<file path="src/rtl/crc_frame_ctrl.sv">
// Frame sequencer for a 32-bit CRC engine: generate mode appends the CRC word to a frame,
// check mode passes the frame through and reports whether the engine residue is zero.
module crc_frame_ctrl #(
    parameter int DW    = 32,
    parameter int CNT_W = 16
) (
    input  logic             i_clk,
    input  logic             i_rst_n,
    input  logic             i_mode,
    input  logic [DW-1:0]    i_data,
    input  logic             i_vld,
    input  logic             i_sop,
    input  logic             i_eop,
    output logic             o_rdy,
    output logic [DW-1:0]    o_data,
    output logic             o_vld,
    output logic             o_sop,
    output logic             o_eop,
    input  logic             i_rdy,
    output logic             o_crc_clr,
    output logic [DW-1:0]    o_crc_d,
    output logic             o_crc_d_vld,
    input  logic [DW-1:0]    i_crc,
    output logic             o_chk_done,
    output logic             o_chk_ok,
    output logic             o_err,
    output logic [CNT_W-1:0] o_frm_cnt,
    output logic [CNT_W-1:0] o_err_cnt,
    output logic [CNT_W-1:0] o_len
);

    typedef enum logic [2:0] {
        S_IDLE,
        S_CLR,
        S_DATA,
        S_AUG,
        S_WAIT,
        S_APPEND
    } state_t;

    localparam logic [CNT_W-1:0] CNT_ONE = CNT_W'(1);
    localparam logic [CNT_W-1:0] CNT_MAX = {CNT_W{1'b1}};

    state_t            r_state;
    state_t            w_state_next;
    logic              r_mode;
    logic              r_first;
    logic [DW-1:0]     r_crc_q;
    logic [CNT_W-1:0]  r_len_cnt;
    logic [CNT_W-1:0]  r_len;
    logic [CNT_W-1:0]  r_frm_cnt;
    logic [CNT_W-1:0]  r_err_cnt;
    logic              r_chk_done;
    logic              r_chk_ok;
    logic              r_err;

    logic              w_rdy;
    logic              w_vld;
    logic [DW-1:0]     w_data;
    logic              w_sop;
    logic              w_eop;
    logic              w_clr;
    logic [DW-1:0]     w_crc_d;
    logic              w_crc_d_vld;
    logic              w_err_evt;
    logic              w_chk_evt;
    logic              w_frm_done;
    logic              w_data_acc;
    logic              w_sop_start;
    logic              w_err_cnt_inc;

    always_comb begin
        w_state_next = r_state;
        w_rdy        = 1'b0;
        w_vld        = 1'b0;
        w_data       = '0;
        w_sop        = 1'b0;
        w_eop        = 1'b0;
        w_clr        = 1'b0;
        w_crc_d      = '0;
        w_crc_d_vld  = 1'b0;
        w_err_evt    = 1'b0;
        w_chk_evt    = 1'b0;
        w_frm_done   = 1'b0;
        case (r_state)
            S_IDLE: begin
                // A stray word outside a frame is swallowed so the source cannot lock up.
                if (i_vld) begin
                    if (i_sop) begin
                        w_state_next = S_CLR;
                    end else begin
                        w_rdy     = 1'b1;
                        w_err_evt = 1'b1;
                    end
                end
            end
            S_CLR: begin
                w_clr        = 1'b1;
                w_state_next = S_DATA;
            end
            S_DATA: begin
                w_rdy       = i_rdy;
                w_vld       = i_vld;
                w_data      = i_data;
                w_sop       = i_sop;
                w_eop       = r_mode & i_eop;
                w_crc_d     = i_data;
                w_crc_d_vld = i_vld & i_rdy;
                if (i_vld && i_rdy) begin
                    if (i_sop && !r_first) begin
                        w_err_evt = 1'b1;
                    end
                    if (i_eop) begin
                        w_state_next = r_mode ? S_WAIT : S_AUG;
                    end
                end
            end
            S_AUG: begin
                w_crc_d_vld  = 1'b1;
                w_state_next = S_WAIT;
            end
            S_WAIT: begin
                if (r_mode) begin
                    w_chk_evt    = 1'b1;
                    w_frm_done   = 1'b1;
                    w_state_next = S_IDLE;
                end else begin
                    w_state_next = S_APPEND;
                end
            end
            S_APPEND: begin
                w_vld  = 1'b1;
                w_data = r_crc_q;
                w_eop  = 1'b1;
                if (i_rdy) begin
                    w_frm_done   = 1'b1;
                    w_state_next = S_IDLE;
                end
            end
            default: begin
                w_state_next = S_IDLE;
            end
        endcase
    end

    assign w_data_acc    = (r_state == S_DATA) && i_vld && i_rdy;
    assign w_sop_start   = (r_state == S_IDLE) && i_vld && i_sop;
    assign w_err_cnt_inc = r_err || (r_chk_done && !r_chk_ok);

    always_ff @(posedge i_clk or negedge i_rst_n) begin
        if (!i_rst_n) begin
            r_state <= S_IDLE;
            r_mode  <= 1'b0;
            r_first <= 1'b0;
            r_crc_q <= '0;
        end else begin
            r_state <= w_state_next;
            if (w_sop_start) begin
                r_mode <= i_mode;
            end
            if (r_state == S_CLR) begin
                r_first <= 1'b1;
            end else if (w_data_acc) begin
                r_first <= 1'b0;
            end
            // The engine output has absorbed the zero augmentation word by now.
            if (r_state == S_WAIT && !r_mode) begin
                r_crc_q <= i_crc;
            end
        end
    end

    always_ff @(posedge i_clk or negedge i_rst_n) begin
        if (!i_rst_n) begin
            r_len_cnt  <= '0;
            r_len      <= '0;
            r_frm_cnt  <= '0;
            r_err_cnt  <= '0;
            r_chk_done <= 1'b0;
            r_chk_ok   <= 1'b0;
            r_err      <= 1'b0;
        end else begin
            if (r_state == S_CLR) begin
                r_len_cnt <= '0;
            end else if (w_data_acc) begin
                r_len_cnt <= r_len_cnt + CNT_ONE;
                if (i_eop) begin
                    r_len <= r_len_cnt + CNT_ONE;
                end
            end
            r_chk_done <= w_chk_evt;
            r_chk_ok   <= w_chk_evt && (i_crc == '0);
            r_err      <= w_err_evt;
            if (w_frm_done) begin
                r_frm_cnt <= r_frm_cnt + CNT_ONE;
            end
            // Protocol error and failed verdict in the same cycle count once.
            if (w_err_cnt_inc && (r_err_cnt != CNT_MAX)) begin
                r_err_cnt <= r_err_cnt + CNT_ONE;
            end
        end
    end

    assign o_rdy       = w_rdy;
    assign o_data      = w_data;
    assign o_vld       = w_vld;
    assign o_sop       = w_sop;
    assign o_eop       = w_eop;
    assign o_crc_clr   = w_clr;
    assign o_crc_d     = w_crc_d;
    assign o_crc_d_vld = w_crc_d_vld;
    assign o_chk_done  = r_chk_done;
    assign o_chk_ok    = r_chk_ok;
    assign o_err       = r_err;
    assign o_frm_cnt   = r_frm_cnt;
    assign o_err_cnt   = r_err_cnt;
    assign o_len       = r_len;

endmodule

</file>
<file path="config.mk">
export PLATFORM = sky130hd
export DESIGN_NAME = crc_frame_ctrl
export DESIGN_NICKNAME = d
export VERILOG_FILES = /design/src/rtl/crc_frame_ctrl.sv
export SDC_FILE = /design/constraint.sdc
export NUM_CORES = 1
export LEC_CHECK = 0
export ABC_CLOCK_PERIOD_IN_PS = 2350
export BUFFER_PORTS_ARGS = -buffer_cell sky130_fd_sc_hd__clkbuf_2
export CAP_MARGIN = 40
export CORE_MARGIN = 5
export CORE_UTILIZATION = 40
export DETAILED_ROUTE_END_ITERATION = 7
export PLACE_DENSITY_LB_ADDON = 0.25
export SYNTH_ARGS = -nofsm -noshare
export SYNTH_HDL_FRONTEND = slang
export SYNTH_SLANG_ARGS = --single-unit
</file>
<file path="constraint.sdc">
create_clock -name i_clk -period 2.35 [get_ports i_clk]
set_clock_uncertainty 0.1 [all_clocks]
set_input_delay 0.3525 -clock i_clk [delete_from_list [all_inputs] [get_ports i_clk]]
set_output_delay 0.3525 -clock i_clk [all_outputs]
set_load 0.005 [all_outputs]
</file>
# --- Word level (Yosys, flattened, before mapping) ---
# Cells that the tools add are included.
totals:
  ff_bits: 104
  in_bits: 71
  word_cells: 76
classes:
  bitwise_logic: 3
  n_eq_ne: 11
  muxes: 29
  n_reduce_logical: 19
  n_addsub: 3
op_table:
  columns: ["cell", "count"]
  rows:
  - ["case mux 32 bit (2 select lines)", 1]
  - ["adder 16 x 1 -> 16 bit, second input constant", 3]
  - ["logical NOT 32 bit", 1]
  - ["two-way mux 16 bit", 2]
  - ["two-way mux 32 bit", 1]
  - ["two-way mux 3 bit", 7]
  - ["case mux 3 bit (6 select lines)", 1]
  - ["!= test 16 bit, second input constant", 1]
  - ["case mux 1 bit (2 select lines)", 6]
  - ["two-way mux 1 bit", 11]
  - ["logical AND 1 bit", 10]
  - ["!= test 2 bit, second input constant", 5]
  - ["equality test 3 x 2 -> 1 bit, second input constant", 2]
  - ["equality test 3 bit, second input constant", 2]
  - ["AND reduction 5 bit", 1]
  - ["equality test 3 x 1 -> 1 bit, second input constant", 1]
  - ["logical NOT 1 bit", 3]
  - ["logical NOT 3 bit", 1]
  - ["AND reduction 3 bit", 1]
  - ["AND 1 bit", 2]
  - ["nonzero test 2 bit", 1]
  - ["logical OR 1 bit", 1]
  - ["NOT 1 bit", 1]

# --- Logic depth before layout (Yosys ltp) ---
logic_depth:
  word_depth: 5
  ltp_mapped: 8

# --- Least setup slack after synthesis ---
# OpenSTA, ideal clock, no wires.
synth_path:
  path_kind: "reg2out"
  startpoint: "register r_state[0]"
  endpoint: "output o_data[10]"
  stages_incl_launch_ff: 7
  n_path_buf: 3
  t_required_ns: 1.898
  arrival_ns: 1.342
  path_slack_ns: 0.555
  cell_sequence: "dfrtp_1 > buf_6 > nor3b_4 > buf_6 > clkbuf_1 > and2_1 > a21o_1"
synth_between:
  elab_chain_len: 2
  elab_cells_between_ends: 3
synth_rtl:
  columns: ["item", "line_no", "source"]
  rows:
  - ["from (decl)", "44", "state_t r_state;"]
  - ["from (signal assigned)", "157", "r_state <= w_state_next;"]
  - ["equality test 3 bit or equality test 3 x 2 -> 1 bit (tied branches)", "85", "case (r_state)"]
  - ["case mux 32 bit (2 select lines) (*)", "85", null]
  - ["to (decl)", "15", "output logic [DW-1:0] o_data,"]
# Every way passes the cells marked *; elsewhere a longest branch is shown, timed or not.

# --- Worst setup path in the final report ---
layout_path:
  startpoint: "register r_state[0]"
  endpoint: "output o_data[4]"
# Same word-level chain as after synthesis.

==> impl_metrics.ini <==
[worst_setup_path]
crit_path_max_incr_delay_ps = 490
required_ps = 1900
cp-end-kind = output pin
worstPathCellList = nor3b_4 > buf_4 > and2_1 > a21o_1 > clkbuf_2
worst-path-buf-inv = 2
cp-start-kind = register
crit_path_top_delay_cell = dfrtp_2
cp.arrival_ps = 1820
cp_max_fo = 13
crit_family = flip-flops
path_class = reg2out

[drt]
vias = 4692
drt_wl_total_um = 14800
drtIter0Drc = 177
routed_via_density = 5.22
route.detailed.drc = 0
ant_nets = 0
drtPass1Iterations = 4
avgRoutedWirePerCell_um = 16.5

[final_layout]
finalInstanceArea_um2 = 6930
final_common_cell = clkbuf_2
diodes = 0
area_growth_syn_to_layout_pct = 27.8
fin_nets = 791
fin_util = 0.521
drive_above_1_share = 0.377
stdcell_count = 898
fillers = 1229
layout_common_cells = clkbuf_2, dfrtp_1, nand2_1

[synth]
synth.top_cell.area_share = 0.480
syn_inst = 527
ys.warnings.count = 0
syn_area_per_cell_um2 = 10.3
yosysTopAreaCell = dfrtp_1
synthTopCellsByArea = dfrtp_1, mux2_2, and2_1
synth-main-ff-cell = dfrtp_1
synth_edf_count = 0
synth_async_sr_flop_share = 1.00
syn-num-nets = 601
yosysUniqueCellTypes = 52
synth_area_um2 = 5420
ys_seq_area_frac = 0.480
synth-seq-cells = 104

[global_route]
overflow = 0
grt_pass1_wl_um = 24400
grt_pass1_vias = 4815
grt_start_max_net_pins = 43
track_usage = 0.188
antenna_found_initial = 0

[die]
core_um2 = 13300
die_h_um = 126
pin_count = 192
die_area_um2 = 16000
start_util = 0.408
dieWidth_um = 126
rows = 42

[power]
ir_drop_mv = 0.448
p_total_mw = 6.59
p_leak_nw = 3.57
powerDensity_nw_per_um2 = 951

[placement]
place_ws_ps = 379
dp_hpwl_um = 11600
placed_cells = 881
place_area_um2 = 6590
port_buffers = 191
place_congestion = 0.865

[timing]
period_minus_slack_ps = 2270
setup_ws_ps = 77.9
fin_tns_setup_ps = 0
whs_ps = 141
slew_headroom = 0.640
max_freq_ghz = 0.440
fin_crit_sh = 0.967
worst_pin_slew_ps = 536
finalMaxSlewViolations = 0
setup_viol = 0
finalHoldViolations = 0
rsz0062_at_grt = yes

[clock_network]
clk_path_buf_depth = 2
worstSkewPairLatency_ps = 350
post_cts_buffers = 0
cts_tree = built
ctsRootBufferMaster = clkbuf_16
cts.clk_slew.worst_paths_ps = 70
ctsHtreeMaxLevel = 3
cts.sinks = 104
cts_buffers = 9

[min_path]
hp-class = in2reg

[run_status]
status = finished clean

[job]
cap_violations = 0
[final timing paths]
path / slack, ps / depth (start not counted) / start / to
setup / recovery: 80 / 5 / r_state[0]$_DFFE_PN0P_ / o_data[4]
hold / removal: 140 / 2 / i_mode / r_mode$_DFFE_PN0P_
setup reg to reg: 420 / 4 / r_state[0]$_DFFE_PN0P_ / r_len_cnt[15]$_DFFE_PN0P_
hold reg to reg: 380 / 1 / o_frm_cnt[15]$_DFFE_PN0P_ / o_frm_cnt[15]$_DFFE_PN0P_
max in group asynchronous: 1140 / 3 / i_rst_n / r_state[0]$_DFFE_PN0P_
min in group asynchronous: 360 / 2 / i_rst_n / o_len[12]$_DFFE_PN0P_
[synthesized netlist by cell type (2+ instances only)]
| cell type | number |
|---|---|
| a21oi_1 | 20 |
| nand2_1 | 46 |
| clkbuf_2 | 3 |
| buf_6 | 3 |
| o2111ai_1 | 6 |
| clkbuf_1 | 8 |
| a211oi_1 | 4 |
| nand4_1 | 13 |
| nand4b_1 | 2 |
| o21bai_1 | 2 |
| nor2_1 | 12 |
| or4_1 | 3 |
| or3_1 | 3 |
| nand2b_1 | 2 |
| and4_1 | 6 |
| mux2_2 | 37 |
| nor4_1 | 13 |
| xor2_1 | 16 |
| inv_1 | 7 |
| buf_2 | 9 |
| and3_1 | 7 |
| buf_4 | 5 |
| xnor2_1 | 23 |
| a22o_1 | 2 |
| dfrtp_1 | 104 |
| a31oi_1 | 3 |
| a21o_1 | 34 |
| ha_1 | 3 |
| or3b_4 | 2 |
| o211ai_1 | 3 |
| nor3_1 | 11 |
| o21ai_0 | 30 |
| nand3_1 | 21 |
| nor2b_1 | 3 |
| nand3_2 | 2 |
| and2_1 | 43 |
[power breakdown]
group          switching, mW  internal (mW)  total [mW]
Clock                  0.656          0.961        1.62
Combinational           1.12           1.18        2.30
Sequential             0.412           2.26        2.67
[sequential cells by signal, summed over array words and instances (netlist names)]
signal / flops
r_crc_q: 32
o_err_cnt: 16
o_frm_cnt: 16
o_len: 16
r_len_cnt: 16
r_state: 3
o_chk_done: 1
o_chk_ok: 1
o_err: 1
r_first: 1
r_mode: 1
[repair_timing]
item,in CTS,in global routing
endpoints found under the hold margin,22,0
endpoints found under the setup margin,2,13
hold buffers,1,0
cloned,0,0
resized for setup,2,1
[metal layers]
layer / GRT usage / part of all wire / routed length [µm] / vias up
met5: 0 / 0 / 0 / -
met2: 0.309 / 0.49 / 7210 / 154
met1: 0.234 / 0.43 / 6320 / 2246
li1: - / - / - / 2268
met3: 0.0437 / 0.058 / 859 / 24
met4: 0.0871 / 0.031 / 454 / 0
[area by class of cell]
cell class              count  area [µm²]  share of cell area
clock buffers              11         243              0.0350
clock inverters             5        80.1              0.0116
inverters                   8        30.0             0.00433
multi-input cells         387        2630               0.380
flip-flops and latches    104        2600               0.376
well taps                 176         220              0.0318
repair buffers            207        1120               0.162
[kinds of logic after synthesis]
| group | Yosys count | share of synthesized area |
|---|---|---|
| multiplexers | 37 | 0.0768 |
| buffers and inverters | 36 | 0.0353 |
| AO/OA/AOI/OAI | 113 | 0.136 |
| adder cells (fa/ha/maj) | 3 | 0.00692 |
| AND/OR/NAND/NOR | 195 | 0.203 |
| XOR/XNOR | 39 | 0.0630 |
| flip-flops | 104 | 0.480 |
[worst reg2reg max path, stage by stage (launching register included)]
cell	delay [ps]
dfrtp_2	490
nor3b_4	300
nand2_1	320
or4_1	590
nand3_1	80
Power figures use the tool's default switching activity.
